`src/rtl/cpu_pkg.sv`:
```
// Shared CPU definitions: datapath width, default PC constants and the
// fetch-stage state encoding.
package cpu_pkg;
  localparam int WORD_W = 32;
  localparam logic [WORD_W-1:0] DEF_RESET_PC = 32'h0000_0000;
  localparam logic [WORD_W-1:0] DEF_PC_STEP  = 32'd4;

  typedef enum logic {
    F_IDLE = 1'b0,
    F_WAIT = 1'b1
  } fetch_state_e;
endpackage

```
`src/rtl/instruction_fetch_if.sv`:
```
// Instruction-memory read bus: request/acknowledge with address and data.
interface instruction_fetch_if;
  import cpu_pkg::*;
  logic              mem_req;
  logic [WORD_W-1:0] mem_addr;
  logic [WORD_W-1:0] mem_rdata;
  logic              mem_ack;

  modport master (output mem_req, mem_addr, input mem_rdata, mem_ack);
  modport slave  (input mem_req, mem_addr, output mem_rdata, mem_ack);
endinterface

```
`src/rtl/pc_register.sv`:
```
// Program counter: async reset to RESET_PC, load has priority over step.
module pc_register
  import cpu_pkg::*;
#(
  parameter logic [WORD_W-1:0] RESET_PC = DEF_RESET_PC,
  parameter logic [WORD_W-1:0] PC_STEP  = DEF_PC_STEP
) (
  input  logic              clk,
  input  logic              reset,
  input  logic              load_i,
  input  logic              step_i,
  input  logic [WORD_W-1:0] load_val_i,
  output logic [WORD_W-1:0] pc_o,
  output logic [WORD_W-1:0] pc_plus_step_o
);
  logic [WORD_W-1:0] pc_q, pc_d;

  // Plain modular add: the top of the address space wraps to zero.
  assign pc_plus_step_o = pc_q + PC_STEP;
  assign pc_o           = pc_q;

  always_comb begin
    pc_d = pc_q;
    if (load_i)      pc_d = load_val_i;
    else if (step_i) pc_d = pc_plus_step_o;
  end

  always_ff @(posedge clk or negedge reset) begin
    if (!reset) pc_q <= RESET_PC;
    else        pc_q <= pc_d;
  end
endmodule

```
`src/rtl/instruction_fetch.sv`:
```
// Fetch stage: PC, request/ack read of instruction memory, IR write strobe,
// deferred branch redirect and request timeout.
module instruction_fetch
  import cpu_pkg::*;
#(
  parameter logic [WORD_W-1:0] RESET_PC = DEF_RESET_PC,
  parameter logic [WORD_W-1:0] PC_STEP  = DEF_PC_STEP,
  parameter int unsigned       TIMEOUT  = 255
) (
  input  logic                       clk,
  input  logic                       reset,
  input  logic                       fetch_start,
  input  logic                       pc_load,
  input  logic [WORD_W-1:0]          pc_next,
  instruction_fetch_if.master        mem,
  output logic [WORD_W-1:0]          ir_d,
  output logic                       ir_enable,
  output logic [WORD_W-1:0]          pc,
  output logic [WORD_W-1:0]          pc_plus_step,
  output logic                       busy,
  output logic                       fetch_done,
  output logic                       fetch_err
);
  localparam logic [7:0] TMO_LAST = 8'(TIMEOUT - 1);

  fetch_state_e      state_q;
  logic [7:0]        cnt_q;
  logic              pend_vld_q;
  logic [WORD_W-1:0] pend_pc_q;
  logic [WORD_W-1:0] ir_q;
  logic              ir_en_q, done_q, err_q, req_q;

  logic              ack, tmo;
  logic              pc_ld, pc_step;
  logic [WORD_W-1:0] pc_ld_val;

  assign ack = (state_q == F_WAIT) && mem.mem_ack;
  assign tmo = (state_q == F_WAIT) && !mem.mem_ack && (cnt_q == TMO_LAST);

  // A redirect arriving on the closing cycle beats an older pending target.
  always_comb begin
    pc_ld     = 1'b0;
    pc_step   = 1'b0;
    pc_ld_val = pc_next;
    if (state_q == F_IDLE) begin
      pc_ld = pc_load;
    end else if (ack || tmo) begin
      if (pc_load) begin
        pc_ld = 1'b1;
      end else if (pend_vld_q) begin
        pc_ld     = 1'b1;
        pc_ld_val = pend_pc_q;
      end else begin
        pc_step = ack;
      end
    end
  end

  pc_register #(
    .RESET_PC (RESET_PC),
    .PC_STEP  (PC_STEP)
  ) u_pc (
    .clk            (clk),
    .reset          (reset),
    .load_i         (pc_ld),
    .step_i         (pc_step),
    .load_val_i     (pc_ld_val),
    .pc_o           (pc),
    .pc_plus_step_o (pc_plus_step)
  );

  always_ff @(posedge clk or negedge reset) begin
    if (!reset) begin
      state_q    <= F_IDLE;
      cnt_q      <= '0;
      pend_vld_q <= 1'b0;
      pend_pc_q  <= '0;
      ir_q       <= '0;
      ir_en_q    <= 1'b0;
      done_q     <= 1'b0;
      err_q      <= 1'b0;
      req_q      <= 1'b0;
    end else begin
      ir_en_q <= 1'b0;
      done_q  <= 1'b0;
      err_q   <= 1'b0;
      case (state_q)
        F_IDLE: begin
          if (fetch_start) begin
            state_q <= F_WAIT;
            req_q   <= 1'b1;
            cnt_q   <= '0;
          end
        end
        F_WAIT: begin
          if (ack) begin
            ir_q       <= mem.mem_rdata;
            ir_en_q    <= 1'b1;
            done_q     <= 1'b1;
            state_q    <= F_IDLE;
            req_q      <= 1'b0;
            pend_vld_q <= 1'b0;
          end else if (tmo) begin
            err_q      <= 1'b1;
            state_q    <= F_IDLE;
            req_q      <= 1'b0;
            pend_vld_q <= 1'b0;
          end else begin
            cnt_q <= cnt_q + 8'd1;
            if (pc_load) begin
              pend_vld_q <= 1'b1;
              pend_pc_q  <= pc_next;
            end
          end
        end
        default: begin
          state_q <= F_IDLE;
          req_q   <= 1'b0;
        end
      endcase
    end
  end

  assign mem.mem_req  = req_q;
  assign mem.mem_addr = pc;
  assign ir_d         = ir_q;
  assign ir_enable    = ir_en_q;
  assign busy         = req_q;
  assign fetch_done   = done_q;
  assign fetch_err    = err_q;
endmodule

```
`src/flat_wrapper.sv`:
```
// flat-port wrapper written by rule: the top's interface ports become plain ports
module instruction_fetch_flat import cpu_pkg::*;
#(
  parameter logic [WORD_W-1:0] RESET_PC = DEF_RESET_PC,
  parameter logic [WORD_W-1:0] PC_STEP  = DEF_PC_STEP,
  parameter int unsigned       TIMEOUT  = 255
)
  (clk, reset, fetch_start, pc_load, pc_next, ir_d, ir_enable, pc, pc_plus_step, busy, fetch_done, fetch_err, mem_mem_req, mem_mem_addr, mem_mem_rdata, mem_mem_ack);
  instruction_fetch_if mem_i ();
  input  logic clk;
  input  logic reset;
  input  logic fetch_start;
  input  logic pc_load;
  input  logic [WORD_W-1:0] pc_next;
  output logic [WORD_W-1:0] ir_d;
  output logic ir_enable;
  output logic [WORD_W-1:0] pc;
  output logic [WORD_W-1:0] pc_plus_step;
  output logic busy;
  output logic fetch_done;
  output logic fetch_err;
  output wire logic [$bits(mem_i.mem_req)-1:0] mem_mem_req;
  output wire logic [$bits(mem_i.mem_addr)-1:0] mem_mem_addr;
  input wire logic [$bits(mem_i.mem_rdata)-1:0] mem_mem_rdata;
  input wire logic [$bits(mem_i.mem_ack)-1:0] mem_mem_ack;
  assign mem_mem_req = mem_i.mem_req;
  assign mem_mem_addr = mem_i.mem_addr;
  assign mem_i.mem_rdata = mem_mem_rdata;
  assign mem_i.mem_ack = mem_mem_ack;
  instruction_fetch #(.RESET_PC(RESET_PC), .PC_STEP(PC_STEP), .TIMEOUT(TIMEOUT)) u_core (.clk(clk), .reset(reset), .fetch_start(fetch_start), .pc_load(pc_load), .pc_next(pc_next), .mem(mem_i), .ir_d(ir_d), .ir_enable(ir_enable), .pc(pc), .pc_plus_step(pc_plus_step), .busy(busy), .fetch_done(fetch_done), .fetch_err(fetch_err));
endmodule
```
`config.mk`:
```
export PLATFORM = sky130hd
export DESIGN_NAME = instruction_fetch_flat
export DESIGN_NICKNAME = d
export VERILOG_FILES = /design/src/rtl/cpu_pkg.sv /design/src/rtl/instruction_fetch_if.sv /design/src/rtl/pc_register.sv /design/src/rtl/instruction_fetch.sv /design/src/flat_wrapper.sv
export SDC_FILE = /design/constraint.sdc
export NUM_CORES = 1
export LEC_CHECK = 0
export CORE_ASPECT_RATIO = 1.25
export CORE_UTILIZATION = 50
export CTS_CLUSTER_SIZE = 40
export DETAILED_ROUTE_END_ITERATION = 6
export HOLD_SLACK_MARGIN = 0.12
export PLACE_DENSITY = 0.87
export SYNTH_ARGS = -nofsm -noshare
export SYNTH_HDL_FRONTEND = slang
export SYNTH_SLANG_ARGS = --single-unit
```
`constraint.sdc`:
```
create_clock -name clk -period 4 [get_ports clk]
set_input_delay 0.8 -clock clk [delete_from_list [all_inputs] [get_ports clk]]
set_output_delay 0.8 -clock clk [all_outputs]
set_load 0.005 [all_outputs]
```
After elaboration in Yosys (flattened, before gate mapping)
Cells that the tools add are included.

operators by class
  add/subtract/negate cells = 2
  $mul = 0
  div/mod/pow operators = 0
  $lt $le $gt $ge = 0
  eq/ne operators = 5
  shifts and indexed selects = 0
  multiplexer cells = 34
  bitwise gates (word level) = 3
  reduce and logical (&&, ||, !) cells = 12

operators with widths
  operator                                       count
  2-to-1 mux 32 bit                              6
  adder 32 x 3 -> 32 bit, second input constant  1
  2-to-1 mux 8 bit                               3
  2-to-1 mux 1 bit                               22
  case mux 8 bit (2 select lines)                1
  adder 8 x 1 -> 8 bit, second input constant    1
  equality test 8 bit, second input constant     1
  != test 2 bit, second input constant           3
  AND reduction 2 bit                            3
  case mux 1 bit (2 select lines)                2
  AND reduction 4 bit                            1
  logical AND 1 bit                              3
  != test 3 bit, second input constant           1
  inverter 1 bit                                 3
  AND reduction 3 bit                            1
  nonzero test 3 bit                             1
  nonzero test 2 bit                             1
  zero test 1 bit                                1
  logical OR 1 bit                               1

storage, ports and cells
  flip-flop bits (word level) = 109
  bits in latches = 0
  memory bits (writable) = 0
  ROM bits = 0
  input bits = 69
  output and inout port bits = 133
  logic and storage cells = 65
  memories = 0

Depth between registers and ports, before layout
  word-level depth = 8
  gate-level depth with buffers = 8
  gate-level depth less buffers = 7

Modules after synthesis
A second synthesis with hierarchy kept.

second synthesis, totals
  cells, all modules = 561
  area, all modules = 6,195.9 µm²

modules (own cells, without submodules)
  module             times used  cells an instance  area each (µm²)  seq. area each (µm²)
  instruction_fetch  1           272                3,822.4          1,926.8
  pc_register        1           289                2,373.5          800.8

Worst setup path after synthesis
Ideal clock, no wire load.

  path kind = flip-flop to output port
  start point = reg u_core.u_pc.pc_q[2], in the netlist u_core.u_pc.pc_o[2]
  end point = out pc_plus_step[30]
  arrival = 1,672 ps
  data required time = 3,200 ps
  path slack = 1,528 ps
  stages on the path, launching flop included = 8
  path through = dfrtp_1 > ha_1 > buf_2 > nand3_1 > nor4_4 > buf_4 > nand3_2 > xnor2_1

between the ends
  word-level cells in the longest chain between the ends = 1

ends and longest elaborated chain
  what                    line                source
  start, declared         pc_register.sv:16   logic [WORD_W-1:0] pc_q, pc_d;
  start signal, assigned  pc_register.sv:30   else pc_q <= pc_d;
  adder 32 x 3 -> 32 bit  pc_register.sv:19   assign pc_plus_step_o = pc_q + PC_STEP;
  end, declared           flat_wrapper.sv:18  output logic [WORD_W-1:0] pc_plus_step;

No other way between the ends.

Worst setup path after layout
  start point = reg u_core.u_pc.pc_q[2], in the netlist u_core.u_pc.pc_o[2]
  end point = out pc_plus_step[16]

The elaborated chain is that of the path after synthesis.

==> results by group <==
Place
  – Pre-CTS setup slack: 0.6820 ns
  – Placer Congestion: 0.8282
  – Post-place instance area: 7714 um^2
  – DP Cell Count: 804
  – HPWL after DPL: 10970 um
  – I/O Buffers: 201

Pwr
  – Combinational Power Share: 36.1%
  – Sw Pwr: 1.179 mW
  – Total chip power: 3.958 mW
  – Share of power burned in registers: 42.6%
  – Leak: 3.424 nW
  – Switching Share: 29.79%
  – Worst VDD drop: 0.2734 mV
  – Cell Int Power: 2.779 mW
  – Share of power burned in the clock network: 21.4%
  – Pwr dens: 495.9 nW/um^2

Critical path
  – Critical Path AT: 2.93 ns
  – Crit Reg-Reg Startpoint: u_core.u_pc.pc_o[2]$_DFFE_PN0P_
  – Crit start category: flop
  – Worst setup EP type: output pin
  – Reg2reg path depth: 6
  – Crit Path Max Fanout: 8
  – Setup CP Type: reg -> out
  – Register-to-register setup slack: 1.58 ns
  – Worst r2r dst: u_core.u_pc.pc_o[28]$_DFFE_PN0P_
  – CP required: 3.20 ns
  – Beginning of the critical path: u_core.u_pc.pc_o[2]$_DFFE_PN0P_

CTS
  – Clock root cell: clkbuf_16
  – Postcts setup bufs: 0
  – H-tree depth: 3
  – Clock sink total: 109
  – Cts bufs inserted: 9
  – Reg clk slew, reported paths: 0.07 ns
  – Clk buf depth: 2
  – Hold_buf cts: 0
  – Clock latency on the worst-skew pair: 0.34 ns
  – Post-CTS sizing: 0
  – CTS tree: built

Cells and area
  – Reg area: 2728 um^2
  – Multi-input gate area: 2690 um^2
  – Design area: 7983 um^2
  – Fillers: 791
  – Nets: 752
  – Post-layout util: 70.99%
  – P&R area growth vs syn: 36.47%
  – Post-Layout Cell Count: 817
  – Ant diodes: 0
  – Share of cells above drive strength 1: 15.54%

Global routing
  – Total track usage: 25.70%
  – Initial antenna violation count: 1
  – Vias in the first global route: 4823
  – Largest net degree at the start of global routing: 64
  – Gr ovfl total: 0
  – Wire length of the first global-routing pass: 24240 um

Synthesis
  – List of most frequent post-synthesis cells: 109 x dfrtp_1, 66 x mux2_2, 37 x buf_4
  – Most used DFF post-synth: dfrtp_1
  – Netlist Area Pre-Place: 5849 um^2
  – Synth unique cells: 51
  – Register area share after synthesis: 46.63%
  – Area share of the largest cell type after synthesis: 46.63%
  – Yosys reg bits: 109
  – Net Count, Synth: 599
  – Async S/R FF share, synth: 100.0%
  – EDFF count, synth: 0
  – Yosys warning count: 0
  – Most instantiated library cell after synthesis: dfrtp_1
  – Post-synth top area cell: dfrtp_1
  – Largest cells by area after synthesis: dfrtp_1 47%, mux2_2 13%, mux2i_1 5.3%
  – Syn Area/Cell: 11.10 um^2
  – Syn Inst Count: 527

Die
  – I/O Pins: 202
  – Initial Util: 52.02%
  – Die span in x: 98.74 um
  – Die H: 122.9 um
  – Core area: 11240 um^2
  – Cell row count: 43
  – Die footprint: 12140 um^2

Route
  – Drt first-iter violations: 204
  – Routed Antenna Nets: 0
  – DRC Markers: 0
  – Detailed-router iteration count before antenna repair: 5
  – Vias: 4717
  – Per-cell routed wire length: 18.70 um
  – Routed vias/inst: 5.774
  – WL final: 15280 um

STA
  – Hold WS: 0.4694 ns
  – Tightest Pin Transition: 1.056 ns
  – Max Freq: 268.4 MHz
  – Final Skew: 0.009069 ns
  – Setup TNS: 0 ns
  – Relative slew slack: 29.59%
  – RSZ-0062 raised after global routing: no
  – Setup WS post-layout: 0.2738 ns
  – Final min period: 3.726 ns
  – # setup viols final: 0
  – Final hold violations: 0
  – Final worst-path cycle share: 93.16%
  – Slew Viols, Final: 0

Min path
  – Hold WC Path Type: in -> async

Run
  – Max-cap violations: 0

Run status
  – Status: finished, final reports clean
[logic make-up (layout without fill, tap and decap cells)]
family,count (synthesis),count (layout),synth area share [%]
xor gates and xnor gates,34,34,5.091
DFF,109,109,46.63
AOI/OAI and AO/OA,83,83,9.348
muxes,97,97,18.01
adders and majority gates,3,3,0.6418
and+or+nand+nor,125,125,12.56
buffers and inverters,76,231,7.722
[worst max-delay path, stage by stage (launching register included)]
cell	delay, ns
dfrtp_1	0.45
ha_1	0.35
nand3_1	0.22
nor4_4	0.61
buf_4	0.25
xor2_1	0.17
clkdlybuf4s50_1	0.53
[power groups by stage]
stage               clock network, mW  registers [mW]  logic, mW
finish                          0.846            1.68       1.43
global route                    0.911            1.72       1.53
CTS                             0.868            1.68       1.44
detailed placement                  0            1.69       1.43
global placement                    0            1.67       1.41
floorplan                           0            1.61      0.683
[state kept, by name (all words and copies together) (netlist names)]
name and count:
u_core.fetch_err 1, u_core.state_q 1, u_core.u_pc.pc_o 32, u_core.pend_vld_q 1, u_core.busy 1, u_core.cnt_q 8
u_core.pend_pc_q 32, u_core.ir_d 32, u_core.ir_enable 1
[final cells by class]
| cell class | instances | share of cell area (%) |
|---|---|---|
| Clock buffer | 10 | 2.868 |
| Multi-Input combinational cell | 342 | 33.70 |
| Clock inverter | 3 | 0.5016 |
| Timing Repair Buffer | 212 | 26.36 |
| Sequential cell | 109 | 34.17 |
| Inverter | 6 | 0.2821 |
| Tap cell | 135 | 2.116 |
[worst max path at each step]
stage	slack [ns]	depth (start not counted)	endpoint
6_report	0.27	6	pc_plus_step[16]
5_1_grt	0.13	6	pc_plus_step[26]
4_1_cts	0.29	6	pc_plus_step[16]
3_5_place_dp	0.68	6	pc_plus_step[16]
3_3_place_gp	0.79	6	pc_plus_step[16]
2_1_floorplan	1.53	7	pc_plus_step[30]
[placed cells by master, fill, tap and decap left out, types with 5 or more instances in the layout]
master	count
nand3_1	15
xor2_1	13
buf_4	11
nand4_1	9
a211oi_1	5
and3_1	7
nand2_1	30
mux2_2	66
inv_1	6
o221ai_1	12
o211ai_1	9
xnor2_1	21
or3_1	9
clkbuf_16	9
o21ai_0	7
nor2_1	22
o21ai_1	19
dfrtp_1	109
mux2i_1	31
a21oi_1	9
clkdlybuf4s50_1	200
[metal layers]
layer / up-vias / track usage [%] / wire, um
li1: 2152 / - / -
met1: 2295 / 30.32 / 5873
met2: 231 / 43.18 / 7528
met3: 39 / 8.479 / 1397
met4: 0 / 10.82 / 478
met5: - / 0 / 0
(Power assumes the default switching activity.)
